[src/rtl/j11pkg.sv]
// Shared definitions for the J11 DMA arbiter: FSM encodings and counter sizing.
package j11pkg;

    typedef enum logic [1:0] {
        ARB_IDLE  = 2'd0,
        ARB_ISSUE = 2'd1,
        ARB_WAIT  = 2'd2
    } arb_state_t;

    function automatic int cnt_width(input int timeout);
        return $clog2(timeout + 1);
    endfunction

endpackage

[src/rtl/j11rrpick.sv]
// Combinational round-robin picker: first set candidate strictly after ptr, wrapping.
module j11rrpick #(
    parameter int N  = 4,
    parameter int IW = (N > 1) ? $clog2(N) : 1
) (
    input  logic [N-1:0]  cand,
    input  logic [IW-1:0] ptr,
    output logic          valid,
    output logic [IW-1:0] idx
);

    always_comb begin
        int j;
        logic [IW-1:0] jx;
        j     = 0;
        jx    = '0;
        valid = 1'b0;
        idx   = '0;
        for (int k = 1; k <= N; k++) begin
            j  = (int'(ptr) + k) % N;
            jx = IW'(j);
            if (!valid && cand[jx]) begin
                valid = 1'b1;
                idx   = jx;
            end
        end
    end

endmodule

[src/rtl/j11dmaarb.sv]
// Round-robin arbiter sharing the single Unibus DMA port of the memory mux among N masters.
module j11dmaarb
    import j11pkg::*;
#(
    parameter int N       = 4,
    parameter int TIMEOUT = 1023
) (
    input  logic            clk,
    input  logic            rstn,
    input  logic [N-1:0]    mreq,
    input  logic [N-1:0]    mwr,
    input  logic [18*N-1:0] maddr,
    input  logic [16*N-1:0] mwdata,
    output logic [N-1:0]    mack,
    output logic [15:0]     mrdata,
    output logic            merr,
    output logic            dmareq,
    output logic            dmawr,
    output logic [17:0]     dmaaddr,
    output logic [15:0]     dmawdata,
    input  logic            dmaack,
    input  logic [15:0]     dmardata,
    input  logic            dmaerr,
    output logic            busy
);

    localparam int IW = (N > 1) ? $clog2(N) : 1;
    localparam int CW = cnt_width(TIMEOUT);

    arb_state_t    state_q, state_d;
    logic [IW-1:0] ptr_q, ptr_d;
    logic [IW-1:0] gnt_q, gnt_d;
    logic [N-1:0]  pend_q, pend_d;
    logic [CW-1:0] cnt_q, cnt_d;
    logic          dmareq_q, dmareq_d;
    logic          dmawr_q, dmawr_d;
    logic [17:0]   dmaaddr_q, dmaaddr_d;
    logic [15:0]   dmawdata_q, dmawdata_d;
    logic [N-1:0]  mack_q, mack_d;
    logic [15:0]   mrdata_q, mrdata_d;
    logic          merr_q, merr_d;
    logic          busy_q, busy_d;

    logic [17:0]   maddr_a  [N];
    logic [15:0]   mwdata_a [N];
    logic [N-1:0]  cand;
    logic          pick_valid;
    logic [IW-1:0] pick_idx;

    for (genvar gi = 0; gi < N; gi++) begin : g_unpack
        assign maddr_a[gi]  = maddr[18*gi +: 18];
        assign mwdata_a[gi] = mwdata[16*gi +: 16];
    end

    // A pulse arriving in the IDLE cycle competes directly, giving 1-cycle latency.
    assign cand = mreq | pend_q;

    j11rrpick #(.N(N), .IW(IW)) u_pick (
        .cand  (cand),
        .ptr   (ptr_q),
        .valid (pick_valid),
        .idx   (pick_idx)
    );

    always_comb begin
        state_d    = state_q;
        ptr_d      = ptr_q;
        gnt_d      = gnt_q;
        pend_d     = pend_q | mreq;
        cnt_d      = cnt_q;
        dmareq_d   = 1'b0;
        dmawr_d    = dmawr_q;
        dmaaddr_d  = dmaaddr_q;
        dmawdata_d = dmawdata_q;
        mack_d     = '0;
        mrdata_d   = mrdata_q;
        merr_d     = merr_q;
        busy_d     = busy_q;
        case (state_q)
            ARB_IDLE: begin
                if (pick_valid) begin
                    gnt_d            = pick_idx;
                    ptr_d            = pick_idx;
                    pend_d[pick_idx] = 1'b0;
                    dmareq_d         = 1'b1;
                    dmawr_d          = mwr[pick_idx];
                    dmaaddr_d        = maddr_a[pick_idx];
                    dmawdata_d       = mwdata_a[pick_idx];
                    busy_d           = 1'b1;
                    state_d          = ARB_ISSUE;
                end
            end
            ARB_ISSUE: begin
                cnt_d   = CW'(1);
                state_d = ARB_WAIT;
            end
            ARB_WAIT: begin
                // A real ack wins over a timeout landing in the same cycle.
                if (dmaack || cnt_q == CW'(TIMEOUT - 1)) begin
                    mack_d[gnt_q] = 1'b1;
                    mrdata_d      = dmaack ? dmardata : 16'd0;
                    merr_d        = dmaack ? dmaerr : 1'b1;
                    busy_d        = 1'b0;
                    cnt_d         = '0;
                    state_d       = ARB_IDLE;
                end else begin
                    cnt_d = cnt_q + CW'(1);
                end
            end
            default: state_d = ARB_IDLE;
        endcase
    end

    always_ff @(posedge clk or negedge rstn) begin
        if (!rstn) begin
            state_q    <= ARB_IDLE;
            ptr_q      <= IW'(N - 1);
            gnt_q      <= '0;
            pend_q     <= '0;
            cnt_q      <= '0;
            dmareq_q   <= 1'b0;
            dmawr_q    <= 1'b0;
            dmaaddr_q  <= '0;
            dmawdata_q <= '0;
            mack_q     <= '0;
            mrdata_q   <= '0;
            merr_q     <= 1'b0;
            busy_q     <= 1'b0;
        end else begin
            state_q    <= state_d;
            ptr_q      <= ptr_d;
            gnt_q      <= gnt_d;
            pend_q     <= pend_d;
            cnt_q      <= cnt_d;
            dmareq_q   <= dmareq_d;
            dmawr_q    <= dmawr_d;
            dmaaddr_q  <= dmaaddr_d;
            dmawdata_q <= dmawdata_d;
            mack_q     <= mack_d;
            mrdata_q   <= mrdata_d;
            merr_q     <= merr_d;
            busy_q     <= busy_d;
        end
    end

    assign dmareq   = dmareq_q;
    assign dmawr    = dmawr_q;
    assign dmaaddr  = dmaaddr_q;
    assign dmawdata = dmawdata_q;
    assign mack     = mack_q;
    assign mrdata   = mrdata_q;
    assign merr     = merr_q;
    assign busy     = busy_q;

endmodule

[config.mk]
export PLATFORM = sky130hd
export DESIGN_NAME = j11dmaarb
export DESIGN_NICKNAME = d
export VERILOG_FILES = /design/src/rtl/j11pkg.sv /design/src/rtl/j11rrpick.sv /design/src/rtl/j11dmaarb.sv
export SDC_FILE = /design/constraint.sdc
export NUM_CORES = 1
export LEC_CHECK = 0
export BUFFER_PORTS_ARGS = -buffer_cell sky130_fd_sc_hd__buf_2
export CAP_MARGIN = 40
export CORE_MARGIN = 8
export CORE_UTILIZATION = 35
export DETAILED_ROUTE_END_ITERATION = 10
export PLACE_DENSITY_LB_ADDON = 0.3
export SYNTH_ARGS = -nofsm -noshare
export SYNTH_HDL_FRONTEND = slang
export SYNTH_HIERARCHICAL = 1
export SYNTH_SLANG_ARGS = --single-unit
[constraint.sdc]
create_clock -name clk -period 5.7 [get_ports clk]
set_input_delay 0.855 -clock clk [delete_from_list [all_inputs] [get_ports clk]]
set_output_delay 0.855 -clock clk [all_outputs]
set_load 0.005 [all_outputs]
==> run_results.csv <==
group,metric,value,unit
status,status,"finished clean",
yosys,synthTopCellsByArea,"dfrtp_1 46%, mux4_2 19%, nand2_1 12%",
yosys,synthArstFlopShare,100,%
power_and_ir_drop,leakage,0.00290,uW
critical_path,critPathCaptureType,"flop",
critical_path,reg2reg_depth,8,
placed_design,dp_slack,2.07,ns
critical_path,worstPathMaxFanout,23,
power_and_ir_drop,swShare,36.8,%
floorplanning,num_io_pins,222,
clocking,cts_sinks,78,
sta,timing.setup.tns,0,ns
floorplanning,dieArea,15400,um^2
drt,drc,0,
global_routing,antenna_found_initial,1,
critical_path,crit_type,"primary input to flop",
sta,slew_headroom,43.9,%
power_and_ir_drop,power_frac_comb,50.4,%
yosys,avgSynthCellArea,11.2,um^2
critical_path,rr_startpoint,"pend_q[2]",
clocking,h-tree-depth,3,
global_routing,grt_first_pass_wirelength,20100,um
power_and_ir_drop,p_seq_share,31.2,%
placed_design,hpwl,9550,um
power_and_ir_drop,power_density,526,nW/um^2
floorplanning,core,11400,um^2
critical_path,cp.required,5.92,ns
drt,wl_per_cell,16.6,um
sta,finalWorstSetupSlack,2.45,ns
clocking,cts_hold_buf,0,
clocking,clockRootBuffer,"clkbuf_16",
sta,layout_min_cycle_time,3.25,ns
layout,layout-drive-gt1-share,50.0,%
clocking,cts_inserted_buffers,9,
yosys,synth_nets,536,
yosys,ys_warn_count,6,
power_and_ir_drop,power_frac_clock,18.4,%
yosys,syn_area,4100,um^2
worst_hold_path,hp-class,"primary input to async pin",
job,cap_viol_max_count,0,
clocking,cts_tree,"built",
yosys,synth_cell_types,46,
layout,utilization,49.5,%
yosys,ys_seq_area_share,47.6,%
drt,avgViaCountPerCell,4.90,
layout,layout.cells.non_filler,730,
yosys,syn_inst,366,
yosys,yosysTopAreaCell,"dfrtp_1",
yosys,synth_edf_count,0,
yosys,ys_ff_latch,78,
global_routing,grt_overflow,0,
drt,vias,3578,
drt,drt_iter0_markers,127,
placed_design,placed_cells,714,
yosys,yosysMostFrequentCell,"nand2_1",
clocking,cts_setup_buffers,0,
power_and_ir_drop,p_int,1880,uW
placed_design,routabilityCongestion,0.830,
clocking,cts.path.max_buffers,2,
sta,rsz0062_at_grt,"false",
yosys,synth_commonest_cells,"128 x nand2_1, 76 x dfrtp_1, 35 x mux4_2",
sta,hold_violations,0,
sta,finalCritPeriodShare,56.9,%
drt,wirelength,12100,um
drt,drt_first_pass_iters,4,
global_routing,first_global_vias,3991,
layout,fillers,1077,
critical_path,arrival,3.46,ns
layout,nets,752,
sta,finClkSkew,0.00516,ns
sta,hold_ws,0.440,ns
sta,fmax,308,MHz
drt,ant_nets,0,
global_routing,grt_max_degree,53,
sta,setup_viol,0,
sta,worst_slew_pin_slew,0.841,ns
sta,drv_slew,0,
floorplanning,die_h,124,um
power_and_ir_drop,p_switching,1090,uW
clocking,ctsResizeCount,0,
global_routing,track_usage,15.9,%
placed_design,port_buffers,221,
floorplanning,start_util,35.9,%
yosys,netlist.area_leader.share,46.4,%
critical_path,reg2reg_to,"dmawdata[13]",
layout,syn_to_final_growth,37.7,%
floorplanning,die_w,124,um
critical_path,cp-start-kind,"primary input",
floorplanning,rows,39,
power_and_ir_drop,vdd_ir_drop_max,0.240,mV
critical_path,ff2ff_setup_slack,2.75,ns
clocking,cts.clk_slew.worst_paths,0.06,ns
yosys,synthFlopType,"dfrtp_1",
clocking,worstSkewPairLatency,0.33,ns
worst max path at each step:
stage,end,cells after the start,start,slack (ns)
5_1_grt,dmaaddr[10],9,mreq[2],2.25
2_1_floorplan,dmaaddr[10],9,mreq[2],2.95
3_5_place_dp,dmaaddr[10],9,mreq[2],2.07
4_1_cts,dmawdata[13],9,mreq[2],2.42
6_report,dmawdata[13],9,mreq[2],2.45
3_3_place_gp,dmaaddr[0],9,mreq[2],2.16
state kept, by name, indices dropped and copies added (netlist names):
name,count
dmawr,1
mrdata,16
pend_q,4
dmawdata,16
merr,1
dmaaddr,18
cnt_q,10
dmareq,1
state_q,2
gnt_q,2
busy,1
mack,4
ptr_q,2
layout by cell type, fill, tap and decap left out, types with 2 or more instances in the layout:
master / instances
clkbuf_16: 9
nand3_1: 6
dfrtp_1: 76
o21ai_0: 4
a31o_2: 2
buf_2: 220
a31oi_1: 4
mux4_2: 35
nor2_1: 8
buf_4: 5
ha_1: 6
inv_1: 8
and3_2: 2
a21oi_1: 7
o311ai_0: 2
clkbuf_8: 4
clkbuf_1: 2
nand2_1: 128
nand2b_1: 4
or2_2: 4
dfstp_2: 2
o21a_1: 2
nor3_1: 2
mux2_4: 2
a22o_1: 16
nor3b_1: 2
mux2i_1: 2
nor2b_1: 2
power groups by stage:
stage	clock (uW)	combinational (uW)	sequential, uW
floorplan	0	1050	938
global placement	0	1500	923
detailed placement	0	1530	931
CTS	566	1530	929
global route	594	1670	960
finish	547	1500	925
cell families (layout without fill, tap and decap cells):
logic type / count (synthesis) / after routing / share of synthesized area [%]
AO/OA/AOI/OAI: 48 / 48 / 9.21
XOR/XNOR: 2 / 2 / 0.427
adder cells (fa/ha/maj): 6 / 6 / 1.83
buffers and inverters: 29 / 249 / 3.48
flip-flops: 78 / 78 / 47.6
multiplexers: 39 / 39 / 20.4
other: 0 / 1 / 0
AND/OR/NAND/NOR: 164 / 164 / 17.0
stage by stage:
stage,power [uW],instance area [um^2]
global route,3230,5650
floorplan,1990,4100
detailed placement,2460,5360
CTS,3030,5650
finish,2970,5650
global placement,2420,5330
worst max-delay path: stages:
cell	delay [ns]
buf_2	0.09
or2_2	0.33
and2b_1	0.25
a21oi_2	0.06
o221ai_4	0.65
buf_4	0.51
mux4_2	0.56
nand2_1	0.08
nand2_1	0.06
area by class of cell:
type                            instances  area, um^2  share of cell area [%]
Timing Repair Buffer                  226        1170                    20.6
Clock buffer                           15         288                    5.10
Antenna cell                            1        2.50                  0.0443
Sequential cell                        78        1950                    34.6
Inverter                                8        30.0                   0.532
Tap cell                              143         179                    3.17
Multi-Input combinational cell        259        2030                    35.9
routing by layer:
| layer | up-vias | wire length, um | GRT usage [%] |
|---|---|---|---|
| met5 | - | 0 | 0 |
| li1 | 1728 | - | - |
| met4 | 0 | 159 | 5.95 |
| met2 | 140 | 6040 | 27.2 |
| met3 | 8 | 1190 | 7.11 |
| met1 | 1702 | 4730 | 16.8 |
No activity file was read; power rests on OpenSTA's default activity.
